--- config.mk ---
export PLATFORM = sky130hd
export DESIGN_NAME = uart_rx
export DESIGN_NICKNAME = d
export VERILOG_FILES = /design/src/rtl/uart_pkg.sv /design/src/rtl/uart_os_tick.sv /design/src/rtl/uart_rx.sv
export SDC_FILE = /design/constraint.sdc
export NUM_CORES = 1
export LEC_CHECK = 0
export CORE_ASPECT_RATIO = 1.25
export CORE_MARGIN = 4
export CORE_UTILIZATION = 35
export DETAILED_ROUTE_END_ITERATION = 10
export REMOVE_ABC_BUFFERS = 1
export SLEW_MARGIN = 20
export SYNTH_ARGS = -nofsm -noshare
export SYNTH_HDL_FRONTEND = slang
export SYNTH_HIERARCHICAL = 1
export SYNTH_SLANG_ARGS = --single-unit
--- constraint.sdc ---
create_clock -name clk -period 2.51 [get_ports clk]
set_input_delay 0.6275 -clock clk [delete_from_list [all_inputs] [get_ports clk]]
set_output_delay 0.6275 -clock clk [all_outputs]
set_load 0.05 [all_outputs]
--- src/rtl/uart_pkg.sv ---
// uart_pkg: shared UART constants, receiver state encoding and majority-vote helper
package uart_pkg;
    localparam int PAR_NONE  = 0;
    localparam int PAR_ODD   = 1;
    localparam int PAR_EVEN  = 2;
    localparam int OS_FACTOR = 16;
    localparam logic [3:0] SMP_A    = 4'd7;
    localparam logic [3:0] SMP_B    = 4'd8;
    localparam logic [3:0] SMP_EVAL = 4'd9;
    localparam logic [3:0] SMP_LAST = 4'd15;
    typedef enum logic [2:0] {S_IDLE, S_START, S_DATA, S_PARITY, S_STOP, S_BREAK} rx_state_t;
    function automatic logic majority(input logic [2:0] v);
        return (v[0] & v[1]) | (v[0] & v[2]) | (v[1] & v[2]);
    endfunction
endpackage

--- src/rtl/uart_os_tick.sv ---
// uart_os_tick: free-running divider producing a one-clk enable at BAUD_RATE*OS_FACTOR
module uart_os_tick #(
    parameter int CLK_RATE  = 100_000_000,
    parameter int BAUD_RATE = 9_600,
    parameter int OS_FACTOR = 16
) (
    input  logic clk,
    input  logic rst,
    output logic tick
);
    localparam int DIV = CLK_RATE / (BAUD_RATE * OS_FACTOR);
    localparam int W   = DIV > 1 ? $clog2(DIV) : 1;
    logic [W-1:0] cnt;
    assign tick = cnt == W'(DIV - 1);
    always_ff @(posedge clk or posedge rst)
        if (rst) cnt <= '0;
        else cnt <= tick ? '0 : cnt + 1'b1;
endmodule

--- src/rtl/uart_rx.sv ---
// uart_rx: 16x oversampled UART receiver with valid/ready byte output and error flags
module uart_rx
    import uart_pkg::*;
#(
    parameter int CLK_RATE  = 100_000_000,
    parameter int BAUD_RATE = 9_600,
    parameter int DATA_BITS = 8,
    parameter int PARITY    = 0,
    parameter int STOP_BITS = 1
) (
    input  logic                 clk,
    input  logic                 rst,
    input  logic                 rx,
    output logic [DATA_BITS-1:0] m_data,
    output logic                 m_valid,
    input  logic                 m_ready,
    output logic                 m_frame_err,
    output logic                 m_parity_err,
    output logic                 overrun,
    output logic                 busy
);
    rx_state_t state, state_n;
    logic tick, rxs, maj, eval, last, done;
    logic [1:0] sync, smp;
    logic [3:0] s;
    logic [2:0] idx;
    logic [DATA_BITS-1:0] shreg;
    logic par_err, frm_err;

    uart_os_tick #(.CLK_RATE(CLK_RATE), .BAUD_RATE(BAUD_RATE), .OS_FACTOR(OS_FACTOR)) u_tick (
        .clk (clk),
        .rst (rst),
        .tick(tick)
    );

    assign rxs  = sync[1];
    assign maj  = majority({rxs, smp});
    assign eval = tick && s == SMP_EVAL;
    assign last = tick && s == SMP_LAST;
    assign done = eval && state == S_STOP && idx == 3'(STOP_BITS - 1);
    assign busy = state != S_IDLE;

    always_ff @(posedge clk or posedge rst)
        if (rst) state <= S_IDLE;
        else state <= state_n;

    // The last stop bit completes at mid-bit so the next start edge is never missed
    always_comb begin
        state_n = state;
        case (state)
            S_IDLE:   state_n = tick && !rxs ? S_START : state;
            S_START:  state_n = eval && maj ? S_IDLE : last ? S_DATA : state;
            S_DATA:   state_n = last && idx == 3'(DATA_BITS - 1) ? (PARITY != PAR_NONE ? S_PARITY : S_STOP) : state;
            S_PARITY: state_n = last ? S_STOP : state;
            S_STOP:   state_n = done ? (frm_err || !maj ? S_BREAK : S_IDLE) : state;
            S_BREAK:  state_n = tick && rxs ? S_IDLE : state;
            default:  state_n = S_IDLE;
        endcase
    end

    always_ff @(posedge clk or posedge rst) begin
        if (rst) begin
            sync         <= 2'b11;
            smp          <= '0;
            s            <= '0;
            idx          <= '0;
            shreg        <= '0;
            par_err      <= 1'b0;
            frm_err      <= 1'b0;
            m_data       <= '0;
            m_valid      <= 1'b0;
            m_frame_err  <= 1'b0;
            m_parity_err <= 1'b0;
            overrun      <= 1'b0;
        end else begin
            sync <= {sync[0], rx};
            if (tick) begin
                s <= (state == S_IDLE || state == S_BREAK) ? '0 : s + 4'd1;
                if (s == SMP_A) smp[0] <= rxs;
                if (s == SMP_B) smp[1] <= rxs;
            end
            if (last) idx <= ((state == S_DATA && idx != 3'(DATA_BITS - 1)) || state == S_STOP) ? idx + 3'd1 : '0;
            if (eval && state == S_DATA) shreg <= {maj, shreg[DATA_BITS-1:1]};
            if (eval && state == S_PARITY) par_err <= maj != ((^shreg) ^ (PARITY == PAR_ODD));
            if (eval && state == S_STOP && !maj) frm_err <= 1'b1;
            if (state == S_IDLE) begin
                par_err <= 1'b0;
                frm_err <= 1'b0;
            end
            overrun <= done && m_valid && !m_ready;
            if (done && (!m_valid || m_ready)) begin
                m_data       <= shreg;
                m_frame_err  <= frm_err || !maj;
                m_parity_err <= par_err;
                m_valid      <= 1'b1;
            end else if (m_valid && m_ready) begin
                m_valid <= 1'b0;
            end
        end
    end
endmodule

Word-level counts from Yosys, hierarchy flattened
Index checks and enable logic that the tools add are counted.

Add/subtract/negate cells: 3. Equal/unequal tests: 19. Mux-type cells: 18. Bitwise operators: 5. Reduce and logical (&&, ||, !) cells: 34.

Operator list (count): 3-bit two-way mux (9); 3-bit case mux with 6 select lines (1); 1-bit logical AND (16); 4-bit equality test, second input constant (3); 10-bit by 1-bit adder with 10-bit output, second input constant (1); 10-bit equality test, second input constant (1); 10-bit two-way mux (1); 2-bit != test, second input constant (5); 3-bit equality test, second input constant (3); 8-bit XOR reduction (1); 3-bit by 2-bit equality test with 1-bit output, second input constant (2); 3-bit zero test (2); 1-bit two-way mux (6); 3-bit != test, second input constant (2); 6-bit AND reduction (1); 2-bit nonzero test (3); 4-bit by 1-bit adder with 4-bit output, second input constant (1); 4-bit by 3-bit equality test with 1-bit output, second input constant (1); 1-bit zero test (4); 1-bit logical OR (4); 4-bit two-way mux (1); 2-bit AND reduction (2); 3-bit by 1-bit adder with 3-bit output, second input constant (1); 1-bit AND (3); other kinds (4) (5).

Flip-flop bits (word level): 46. Bits of input ports: 4. Output and inout port bits: 13. Logic and storage cells: 94.

Logic depth before layout (Yosys ltp)
Depth in word-level cells: 8. Mapped depth: 10. Mapped depth without buffers: 8.

Cells and area by module
The synthesis kept the hierarchy.

By module, submodules not included: uart_rx (times used 1, cells each 145, area an instance 1790.5 sq um, seq. area each 903.4 sq um); uart_os_tick (times used 1, cells each 47, area an instance 528.0 sq um, seq. area each 250.2 sq um).

Least setup slack after synthesis
No wires, ideal clock.

Kind: register to register. From: register u_tick.cnt[0]. To: register m_data[0]. Setup time: 125 ps. Data arrival time: 2544 ps. Path slack: -159 ps. Stages on the path, launching flop included: 11. Buffers on the path: 2. Period minus slack after synthesis: 2669 ps. Cells stage by stage: dfrtp_1 inv_1 ha_1 or3b_2 nor3_4 and4b_1 buf_6 and3b_4 and4_4 buf_6 mux2_4.

Word-level cells in the longest chain between the ends: 5.

RTL lines: from (decl) (line uart_os_tick.sv:13) `logic [W-1:0] cnt;`; from (signal assigned) (line uart_os_tick.sv:17) `else cnt <= tick ? '0 : cnt + 1'b1;`; 10-bit equality test (line uart_os_tick.sv:14) `assign tick = cnt == W'(DIV - 1);`; via tick (line uart_rx.sv:23) `logic tick, rxs, maj, eval, last, done;`; 1-bit logical AND (line uart_rx.sv:38) `assign eval = tick && s == SMP_EVAL;`; 1-bit logical AND (2 in a row) (line uart_rx.sv:40) `assign done = eval && state == S_STOP && idx == 3'(STOP_BITS - 1);`; 1-bit logical AND (line uart_rx.sv:91) `if (done && (!m_valid || m_ready)) begin`; to (signal assigned) (line uart_rx.sv:92) `m_data <= shreg;`; to (decl) (line uart_rx.sv:14) `output logic [DATA_BITS-1:0] m_data,`.

The timed path passes the listed nets, and every way through them passes these cells. A chain may end at the register's enable or synchronous reset.

Worst setup path in the final report
From: register u_tick.cnt[0]. To: register m_data[6].

The elaborated chain is that of the path after synthesis.

==> impl_metrics.tcl <==
set metrics [dict create \
    status "complete, no violations" \
    core-area_mm2 0.00629 \
    p_leak_nw 1.26 \
    maxCapViolations 0 \
    synthToLayoutAreaGrowth_pct 21.1 \
    synth_largest_area_cell "dfrtp_1" \
    grt_pass1_vias 1489 \
    postLayoutCoreUtil_pct 44.7 \
    critPathMaxFanout 5 \
    critical_path.max_stage_delay_ns 0.40 \
    synth_cells 192 \
    maxSlewHeadroom_pct 66.5 \
    ys_seq_area_share_pct 49.8 \
    fmax_ghz 0.432 \
    synth_ff_type "dfrtp_1" \
    place.gp.congestion 0.796 \
    min-delay-start "sync[0]" \
    initial_utilization_pct 36.9 \
    clk_pin_slew_ns 0.09 \
    die_y_um 99.0 \
    startpoint_type "flop" \
    drive_gt1_share_pct 26.3 \
    pin_count 17 \
    synth_area_leaders "dfrtp_1 47%, mux2_4 6.5%, mux2_2 5.3%" \
    root_buffer "clkbuf_8" \
    multi_input_area_mm2 0.00109 \
    vias 1503 \
    path_delay_family "simple AND/OR/NAND/NOR gates" \
    synth_cell_types 56 \
    synthesis.area_mm2 0.00232 \
    cts_tree "yes" \
    cts_hold_buffers 0 \
    post_drt_via_cell_ratio 4.86 \
    die_w_um 80.8 \
    synth_commonest_cells "44 x dfrtp_1, 12 x inv_1, 11 x mux2_2, 11 x nor2_1, 11 x xnor2_1" \
    drv_slew 0 \
    ys_ff_latch 46 \
    required_ns 2.69 \
    portBuffers 16 \
    power-per-cell-area_mw_per_mm2 511 \
    cts.repair.resized 0 \
    drt_iter0_drc 30 \
    async_reset_ff_share_pct 100 \
    synth-edff-count 0 \
    clk_latency_ns 0.29 \
    fin_cells 309 \
    final.period_utilization_pct 92.3 \
    worst_slew_pin_slew_ns 0.501 \
    setup_viol 0 \
    cp_slowest_cell "or3b_4" \
    synth_warnings 6 \
    dp_cells 300 \
    peakVddDrop_mv 0.182 \
    clk_path_buf_depth 2 \
    cp_num_buf_inv 1 \
    cp-end-kind "flop" \
    period_needed_ns 2.32 \
    cts_buffers 5 \
    worstSetupPathType "flop to flop" \
    routedWlPerCell_um 13.4 \
    antenna_left 0 \
    dpl.hpwl_um 2940 \
    critPathLaunch "u_tick/cnt[0]" \
    antenna_found_initial 0 \
    dr.pass1.iters 4 \
    worst_ep_arrival_time_ns 2.50 \
    r2r-start "u_tick/cnt[0]" \
    hold_path.class "flop to flop" \
    grt_max_degree 37 \
    synth_area_per_cell_um2 12.1 \
    skew_ns 0.00637 \
    seq_area_mm2 0.00115 \
    die-area_mm2 0.00800 \
    cts_setup_buffers 0 \
    drc 0 \
    final.fill_count 603 \
    htreeDepth 2 \
    rsz0062_at_grt "false" \
    grt_use_total_pct 11.1 \
    routed_wl_um 4140 \
    yosysMostFrequentCell "dfrtp_1" \
    yosys.area.top_type_share_pct 47.5 \
    crit_path_cell_trace "inv_1 > ha_1 > or3b_4 > nor3_4 > and4b_1 > and3b_4 > and4_4 > mux2_4" \
    finalHoldViolations 0 \
    cts.sinks 46 \
    fin_nets 235 \
    antenna_cells 0 \
    row_count 32 \
    grt_first_pass_wirelength_um 6980 \
    gr-total-overflow 0 \
]
## metrics by stage
step	setup slack [ns]	power, mW	cell area, µm²	TNS, ns	hold WS (ns)
floorplan	-0.289	0.771	2280	-4.05	0.345
detailed placement	0.0142	0.782	2650	0	0.347
finish	0.194	1.43	2810	0	0.359
global placement	0.0466	0.782	2650	0	0.346
global route	0.0681	1.48	2810	0	0.361
CTS	0.00815	1.46	2790	0	0.360
## logic make-up (layout without fill, tap and decap cells)
kind of cell / count (synthesis) / in the layout / synth area share [%]
flip-flops: 46 / 46 / 49.8
adder cells (fa/ha/maj): 9 / 9 / 4.75
AO/OA/AOI/OAI: 27 / 27 / 8.26
XOR/XNOR: 14 / 14 / 5.88
multiplexers: 21 / 21 / 11.8
AND/OR/NAND/NOR: 57 / 58 / 15.8
buffers and inverters: 18 / 49 / 3.72
## routing by layer
metal | vias to the layer above | wire [µm] | global-route usage, % | part of all wire, %
li1 | 745 | - | - | -
met1 | 725 | 1910 | 14.9 | 46
met2 | 25 | 2020 | 17.3 | 49
met3 | 8 | 126 | 2.29 | 3.0
met4 | 0 | 81 | 4.29 | 2.0
met5 | - | 0 | 0 | 0
## power by group
group          internal, mW  switching (mW)
registers             0.743         0.00107
clock network         0.425           0.245
logic               0.00630          0.0148
total                  1.17           0.260
## cells in the final DEF, fill, tap and decap left out, types with 2 or more instances in the layout
cell / count
nand2_1: 8
o211ai_1: 2
clkdlybuf4s50_1: 15
nor2b_1: 2
nor2_1: 11
a22o_1: 2
dfstp_2: 2
nor3_1: 3
dfrtp_1: 44
nand2b_1: 2
a21oi_1: 4
bufinv_16: 2
nand3_1: 7
xnor2_1: 11
o31ai_1: 2
inv_1: 12
nand4_1: 3
mux2_4: 10
o21ai_0: 5
nor3b_1: 2
ha_1: 8
buf_4: 13
clkbuf_8: 6
and4_4: 2
mux2_2: 11
o22ai_1: 2
xor2_1: 2
## state kept, by name, indices dropped and copies added, names as in the netlist, 2 cells and up
signal / flops
s: 4
smp: 2
shreg: 8
u_tick/cnt: 10
idx: 3
m_data: 8
state: 3
sync: 2
## worst register-to-register path: cells and delay by family (launching register included)
family | cells | cell delay, ns
adders and majority gates | 1 | 0.12
buffers and inverters | 1 | 0.06
DFF | 1 | 0.38
muxes | 1 | 0.31
and+or+nand+nor | 5 | 1.34
## path summary, 6_finish.rpt
| check | end | slack, ns | cells past startpoint |
|---|---|---|---|
| min in group asynchronous | u_tick/cnt[9] | 0.64 | 2 |
| min | sync[1] | 0.36 | 0 |
| min reg2reg | sync[1] | 0.36 | 0 |
| max in group asynchronous | sync[0] | 1.39 | 3 |
| max reg2reg | m_data[6] | 0.19 | 8 |
| max | m_data[6] | 0.19 | 8 |
## final cells by class
cell class              count  share of cell area (%)
multi-input cells         129                    38.9
clock inverters             2                    2.14
clock buffers               6                    2.94
flip-flops and latches     46                    41.1
well taps                  85                    3.79
inverters                  12                    1.60
repair buffers             29                    9.54
(Power assumes the default switching activity.)
